$ cat src/rtl/fan_ctrl_pkg.sv
// Shared constants, state encoding and saturation helpers for the fan PI/slew controller.
package fan_ctrl_pkg;

  localparam logic [15:0] Q15_ONE  = 16'h7FFF;
  localparam logic [15:0] Q15_ZERO = 16'h0000;

  typedef enum logic [1:0] {
    ST_OFF    = 2'd0,
    ST_SPINUP = 2'd1,
    ST_RUN    = 2'd2
  } fan_state_e;

  // Saturate a signed 20-bit intermediate into the unsigned range [0, hi].
  function automatic logic [15:0] clamp_q15(input logic signed [19:0] v, input logic [15:0] hi);
    logic [15:0] r;
    if (v < 20'sd0) begin
      r = Q15_ZERO;
    end else if (v > $signed({4'b0000, hi})) begin
      r = hi;
    end else begin
      r = v[15:0];
    end
    return r;
  endfunction

  function automatic logic [15:0] max_u16(input logic [15:0] a, input logic [15:0] b);
    return (a > b) ? a : b;
  endfunction

endpackage

$ cat src/rtl/pwm_dac.sv
// Free-running PWM generator; period 2^CTR_W-1 so a full-scale duty holds the output high.
module pwm_dac #(
  parameter int CTR_W = 12
) (
  input  logic             clk,
  input  logic             rst_n,
  input  logic [CTR_W-1:0] duty,
  output logic             pwm
);

  localparam logic [CTR_W-1:0] CTR_LAST = ~CTR_W'(1);

  logic [CTR_W-1:0] cnt_r;
  logic             pwm_r;

  // Period counter and registered compare output.
  always_ff @(posedge clk or negedge rst_n) begin
    if (!rst_n) begin
      cnt_r <= '0;
      pwm_r <= 1'b0;
    end else begin
      cnt_r <= (cnt_r == CTR_LAST) ? '0 : cnt_r + CTR_W'(1);
      pwm_r <= (duty > cnt_r);
    end
  end

  assign pwm = pwm_r;

endmodule

$ cat src/rtl/fan_pi_slew_ctrl.sv
// PI temperature loop with anti-windup, demand max-combine, slew limiting and an
// OFF/SPINUP/RUN kick-start FSM driving the fan PWM.
module fan_pi_slew_ctrl
  import fan_ctrl_pkg::*;
#(
  parameter logic [15:0] T_SET_OCC_Q15   = 16'd14564,
  parameter logic [15:0] T_SET_UNOCC_Q15 = 16'd16748,
  parameter logic [15:0] KP_OCC_Q14      = 16'd4,
  parameter logic [15:0] KP_UNOCC_Q14    = 16'd2,
  parameter logic [15:0] KI_OCC_Q14      = 16'd1,
  parameter logic [15:0] KI_UNOCC_Q14    = 16'd1,
  parameter logic [15:0] I_MAX_Q15       = 16'd16384,
  parameter logic [15:0] U_BIAS_Q15      = 16'd1024,
  parameter logic [15:0] DUTY_PIR_Q15    = 16'h6000,
  parameter logic [15:0] U_MIN_Q15       = 16'd4096,
  parameter logic [15:0] U_HYST_Q15      = 16'd1024,
  parameter logic [15:0] SLEW_STEP_Q15   = 16'd1024,
  parameter int          SPINUP_TICKS    = 10,
  parameter int          CTRL_DIV        = 5000000,
  parameter int          PWM_W           = 12
) (
  input  logic        clk_100mhz,
  input  logic        rst_n,
  input  logic [15:0] sample_q15,
  input  logic        sample_vld,
  input  logic        btn_d_pulse,
  input  logic        pir_on,
  input  logic        sw_temp_en,
  input  logic        sw_manual_en,
  input  logic        sw_pir_en,
  output logic        fan_pwm,
  output logic        fan_en,
  output logic [1:0]  fsm_state_dbg,
  output logic [15:0] duty_cmd_q15_dbg,
  output logic [15:0] integ_q15_dbg
);

  localparam int                 DIV_W     = $clog2(CTRL_DIV);
  localparam logic [DIV_W-1:0]   DIV_LAST  = DIV_W'(CTRL_DIV - 1);
  localparam int                 SPIN_W    = $clog2(SPINUP_TICKS + 1);
  localparam logic [SPIN_W-1:0]  SPIN_LOAD = SPIN_W'(SPINUP_TICKS - 1);
  localparam logic [15:0]        U_OFF_Q15 = U_MIN_Q15 - U_HYST_Q15;
  localparam logic [15+PWM_W-1:0] PWM_FS   = (15 + PWM_W)'((1 << PWM_W) - 1);

  logic [DIV_W-1:0]  tick_cnt_r;
  logic [15:0]       temp_r, integ_r, duty_r;
  logic              manual_r, fan_en_r;
  fan_state_e        state_r;
  logic [SPIN_W-1:0] spin_cnt_r;

  logic               tick_s, occ_s, hold_s;
  logic [15:0]        t_set_s, kp_s, ki_s;
  logic signed [16:0] e_s;
  logic signed [32:0] p_prod_s, i_prod_s, p_shr_s, i_shr_s;
  logic signed [19:0] p_s, i_inc_s, u_raw_s, integ_sum_s;
  logic [15:0]        u_temp_s, integ_nxt_s, target_s, goal_s, diff_s, slew_duty_s;
  logic [15+PWM_W-1:0] pwm_prod_s;
  logic [PWM_W-1:0]   duty_pwm_s;

  assign tick_s  = (tick_cnt_r == DIV_LAST);
  assign occ_s   = sw_pir_en & pir_on;
  assign t_set_s = occ_s ? T_SET_OCC_Q15 : T_SET_UNOCC_Q15;
  assign kp_s    = occ_s ? KP_OCC_Q14 : KP_UNOCC_Q14;
  assign ki_s    = occ_s ? KI_OCC_Q14 : KI_UNOCC_Q14;

  assign e_s         = $signed({temp_r[15], temp_r}) - $signed({t_set_s[15], t_set_s});
  assign p_prod_s    = $signed({{16{e_s[16]}}, e_s}) * $signed({{17{kp_s[15]}}, kp_s});
  assign i_prod_s    = $signed({{16{e_s[16]}}, e_s}) * $signed({{17{ki_s[15]}}, ki_s});
  assign p_shr_s     = p_prod_s >>> 14;
  assign i_shr_s     = i_prod_s >>> 14;
  assign p_s         = p_shr_s[19:0];
  assign i_inc_s     = i_shr_s[19:0];
  assign u_raw_s     = p_s + $signed({4'b0000, integ_r}) + $signed({4'b0000, U_BIAS_Q15});
  assign integ_sum_s = $signed({4'b0000, integ_r}) + i_inc_s;
  // Freeze the integrator while the output is pinned and the error would push it further.
  assign hold_s = ((u_raw_s >= 20'sd32767) && (e_s > 17'sd0)) ||
                  ((u_raw_s <= 20'sd0) && (e_s < 17'sd0));

  // Temperature contribution and next integrator value.
  always_comb begin
    u_temp_s    = Q15_ZERO;
    integ_nxt_s = Q15_ZERO;
    if (sw_temp_en) begin
      u_temp_s    = clamp_q15(u_raw_s, Q15_ONE);
      integ_nxt_s = hold_s ? integ_r : clamp_q15(integ_sum_s, I_MAX_Q15);
    end else begin
      u_temp_s    = Q15_ZERO;
      integ_nxt_s = Q15_ZERO;
    end
  end

  assign target_s = max_u16(max_u16(u_temp_s, occ_s ? DUTY_PIR_Q15 : Q15_ZERO),
                            (sw_manual_en & manual_r) ? Q15_ONE : Q15_ZERO);
  assign goal_s   = max_u16(target_s, U_MIN_Q15);

  // One slew step of duty_r toward the RUN goal.
  always_comb begin
    diff_s      = Q15_ZERO;
    slew_duty_s = duty_r;
    if (goal_s > duty_r) begin
      diff_s      = goal_s - duty_r;
      slew_duty_s = (diff_s > SLEW_STEP_Q15) ? duty_r + SLEW_STEP_Q15 : goal_s;
    end else begin
      diff_s      = duty_r - goal_s;
      slew_duty_s = (diff_s > SLEW_STEP_Q15) ? duty_r - SLEW_STEP_Q15 : goal_s;
    end
  end

  // Tick divider, input capture, integrator and OFF/SPINUP/RUN sequencing.
  always_ff @(posedge clk_100mhz or negedge rst_n) begin
    if (!rst_n) begin
      tick_cnt_r <= '0;
      temp_r     <= Q15_ZERO;
      manual_r   <= 1'b0;
      integ_r    <= Q15_ZERO;
      duty_r     <= Q15_ZERO;
      state_r    <= ST_OFF;
      spin_cnt_r <= '0;
      fan_en_r   <= 1'b0;
    end else begin
      tick_cnt_r <= tick_s ? '0 : tick_cnt_r + DIV_W'(1);
      if (sample_vld) temp_r <= sample_q15;
      if (btn_d_pulse) manual_r <= ~manual_r;
      if (tick_s) begin
        integ_r <= integ_nxt_s;
        case (state_r)
          ST_OFF: begin
            if (target_s >= U_MIN_Q15) begin
              state_r    <= ST_SPINUP;
              spin_cnt_r <= SPIN_LOAD;
              duty_r     <= Q15_ONE;
              fan_en_r   <= 1'b1;
            end else begin
              duty_r   <= Q15_ZERO;
              fan_en_r <= 1'b0;
            end
          end
          ST_SPINUP: begin
            if (target_s < U_OFF_Q15) begin
              state_r  <= ST_OFF;
              duty_r   <= Q15_ZERO;
              fan_en_r <= 1'b0;
            end else if (spin_cnt_r == '0) begin
              state_r  <= ST_RUN;
              duty_r   <= Q15_ONE;
              fan_en_r <= 1'b1;
            end else begin
              spin_cnt_r <= spin_cnt_r - SPIN_W'(1);
              duty_r     <= Q15_ONE;
              fan_en_r   <= 1'b1;
            end
          end
          ST_RUN: begin
            if (target_s < U_OFF_Q15) begin
              state_r  <= ST_OFF;
              duty_r   <= Q15_ZERO;
              fan_en_r <= 1'b0;
            end else begin
              duty_r   <= slew_duty_s;
              fan_en_r <= 1'b1;
            end
          end
          default: begin
            state_r  <= ST_OFF;
            duty_r   <= Q15_ZERO;
            fan_en_r <= 1'b0;
          end
        endcase
      end
    end
  end

  assign pwm_prod_s = {{PWM_W{1'b0}}, duty_r[14:0]} * PWM_FS;
  assign duty_pwm_s = pwm_prod_s[15 +: PWM_W];

  pwm_dac #(.CTR_W(PWM_W)) u_pwm_dac (
    .clk   (clk_100mhz),
    .rst_n (rst_n),
    .duty  (duty_pwm_s),
    .pwm   (fan_pwm)
  );

  assign fan_en           = fan_en_r;
  assign fsm_state_dbg    = state_r;
  assign duty_cmd_q15_dbg = duty_r;
  assign integ_q15_dbg    = integ_r;

endmodule
$ cat config.mk
export PLATFORM = sky130hd
export DESIGN_NAME = fan_pi_slew_ctrl
export DESIGN_NICKNAME = d
export VERILOG_FILES = /design/src/rtl/fan_ctrl_pkg.sv /design/src/rtl/pwm_dac.sv /design/src/rtl/fan_pi_slew_ctrl.sv
export SDC_FILE = /design/constraint.sdc
export NUM_CORES = 1
export LEC_CHECK = 0
export ABC_CLOCK_PERIOD_IN_PS = 30400
export CAP_MARGIN = 10
export CORE_UTILIZATION = 67
export CTS_BUF_LIST = sky130_fd_sc_hd__clkbuf_16
export CTS_CLUSTER_SIZE = 10
export DETAILED_ROUTE_END_ITERATION = 8
export GPL_TIMING_DRIVEN = 0
export PLACE_DENSITY = 0.87
export SKIP_CTS_REPAIR_TIMING = 1
export SKIP_LAST_GASP = 1
export SYNTH_ARGS = -nofsm -noshare
export SYNTH_HDL_FRONTEND = slang
export SYNTH_HIERARCHICAL = 1
export SYNTH_SLANG_ARGS = --single-unit
$ cat constraint.sdc
create_clock -name clk_100mhz -period 30.4 [get_ports clk_100mhz]
set_input_delay 7.6 -clock clk_100mhz [delete_from_list [all_inputs] [get_ports clk_100mhz]]
set_output_delay 7.6 -clock clk_100mhz [all_outputs]
set_load 0.03 [all_outputs]
==> metrics.csv <==
metric,value,unit
status,"finished, final reports clean",
core_area,19500,sq um
crit_buf_inv,16,
finalCritPeriodShare,0.886,
synthArstFlopShare,1.00,
die-width,143,um
cts_buffers,9,
port_buffers,58,
wl,31500,um
tightest_slew,1.08,ns
place_ws,3.56,ns
layout-drive-gt1-share,0.0496,
startpoint_type,input pin,
cp_slowest_stage_delay,0.86,ns
synth.avg_cell_area,8.77,sq um
use_met2,0.593,
synth.distinct_cells,91,
hold_viol_final,0,
netlist_area,13300,sq um
clock_sinks,92,
clockBufferDepth,2,
die_height,143,um
min_path_type,reg -> reg,
antenna_found_initial,0,
cts_tree,done,
final_nets,1909,
drc,0,
netlist_instances,1513,
clk_latency,0.37,ns
cp-startpoint,sw_pir_en,
busiest_layer,met2,
setup-violations-final,0,
worstPathRequired,30.69,ns
cts_root_buf,clkbuf_16,
crit_top_cell,a21oi_1,
cp.depth,78,
grt_max_degree,51,
first_pass_iters,5,
path_class,in -> reg,
clkTransAtPathRegs,0.08,ns
rows,51,
ant_nets,0,
htreeDepth,3,
ys_dominant_reg_cell,dfrtp_1,
timing.final.crit_period,26.93,ns
place_congestion,0.986,
vias_per_cell,6.19,
antenna_cells,0,
grt_pass1_vias,11700,
stdcell_count,1858,
gr-usage-all-layers,0.330,
hpwl,25400,um
synth-edff-count,0,
num_vias,11500,
fmax,0.0371,GHz
area_delta_synth_final,9.65,%
drt_iter0_drc,682,
endpoint_kind,register,
cap_violations,0,
endpoint,duty_cmd_q15_dbg[2],
setup_tns,0,ns
start_util,0.682,
synth_warnings,6,
fill_cells,1442,
dieArea,20400,sq um
reg2regPathDepth,74,
r2r_start,temp_r[2],
critical_path.slowest_cell,nor4_1,
critical_path.max_fanout,22,
rsz0062_at_grt,no,
final_cell_mix,"ha_1, inv_1, nor2_1",
r2r_end,duty_cmd_q15_dbg[2],
crit_family,simple AND/OR/NAND/NOR gates,
layout_commonest_cell,ha_1,
fin_skew,0.0104,ns
ys_seq_elements,92,
place_inst,1842,
slew-limit-headroom,0.276,
io_pins,60,
arrival,27.23,ns
grt_overflow_total,0,
slew_viol_final,0,
use_met3,0.0396,
grt_use_met1,0.394,
grt_pass1_wl,53700,um
wl_per_cell,16.9,um
r2r_setup_slack,12.10,ns
postLayoutSetupSlackWorst,3.47,ns
synth_seq_area_share,0.174,
==> registers in the layout, indices dropped and copies added (netlist names), 2 cells and up <==
signal	count
u_pwm_dac/cnt_r	12
fsm_state_dbg	2
tick_cnt_r	23
duty_cmd_q15_dbg	16
temp_r	16
integ_q15_dbg	16
spin_cnt_r	4
==> final cells by class <==
type / count / area (sq um) / share of cell area
Tap cell: 265 / 332 / 0.0228
Clock buffer: 9 / 225 / 0.0155
Inverter: 185 / 694 / 0.0477
Clock inverter: 7 / 92.6 / 0.00637
Buffer: 36 / 159 / 0.0109
Sequential cell: 92 / 2300 / 0.158
Multi-Input combinational cell: 1205 / 10100 / 0.697
Timing Repair Buffer: 59 / 606 / 0.0416
==> layer usage <==
metal  wire length [um]  up-vias
met5                  0        -
met1              13100     5617
met3               1200      103
li1                   -     5437
met4               1240        0
met2              15900      338
==> cell usage after synthesis, types with 10 or more instances <==
cell type | number | area, sq um
ha_1 | 202 | 2530
inv_1 | 184 | 691
nor2_1 | 108 | 405
a21oi_1 | 101 | 505
nand2_1 | 100 | 375
fa_1 | 95 | 1900
dfrtp_1 | 92 | 2300
o21ai_0 | 83 | 415
xnor2_1 | 57 | 499
nand3_1 | 38 | 190
xor2_1 | 37 | 324
clkbuf_1 | 28 | 105
nor3_1 | 27 | 135
a21o_1 | 21 | 158
nor2b_1 | 20 | 125
nand4_1 | 18 | 113
nand2b_1 | 15 | 93.8
o21a_1 | 15 | 113
or3_1 | 15 | 93.8
and3_1 | 14 | 87.6
mux2_2 | 14 | 158
mux2i_1 | 14 | 140
or2_2 | 14 | 87.6
a31oi_1 | 13 | 81.3
nor4_1 | 12 | 75.1
a211oi_1 | 11 | 82.6
o211ai_1 | 10 | 75.1
o31ai_1 | 10 | 75.1
==> worst min path at each step <==
stage | from | endpoint | slack [ns] | depth (start not counted)
2_1_floorplan | manual_r | manual_r | 0.44 | 1
3_3_place_gp | manual_r | manual_r | 0.46 | 1
3_5_place_dp | manual_r | manual_r | 0.46 | 1
4_1_cts | manual_r | manual_r | 0.48 | 1
5_1_grt | tick_cnt_r[4] | tick_cnt_r[4] | 0.51 | 1
6_report | manual_r | manual_r | 0.47 | 1
==> stage by stage <==
stage	hold slack, ns	utilization	instance area (sq um)
global placement	0.455	0.729	14200
floorplan	0.441	-	13300
detailed placement	0.464	0.731	14200
CTS	0.476	0.747	14500
finish	0.473	0.747	14500
global route	0.509	0.747	14500
==> kinds of logic (layout without fill, tap and decap cells) <==
| logic type | Yosys count | count (layout) | synth area share |
|---|---|---|---|
| and+or+nand+nor | 424 | 424 | 0.165 |
| AOI/OAI and AO/OA | 354 | 354 | 0.176 |
| adders and majority gates | 297 | 297 | 0.334 |
| buffers and inverters | 221 | 296 | 0.0643 |
| xor gates and xnor gates | 95 | 95 | 0.0633 |
| DFF | 92 | 92 | 0.174 |
| muxes | 29 | 29 | 0.0241 |
| other | 1 | 6 | 0.000283 |
Power is left out: the tool's default activity adds up to more than one toggle a clock period on the data nets, which glitch-free logic cannot reach.
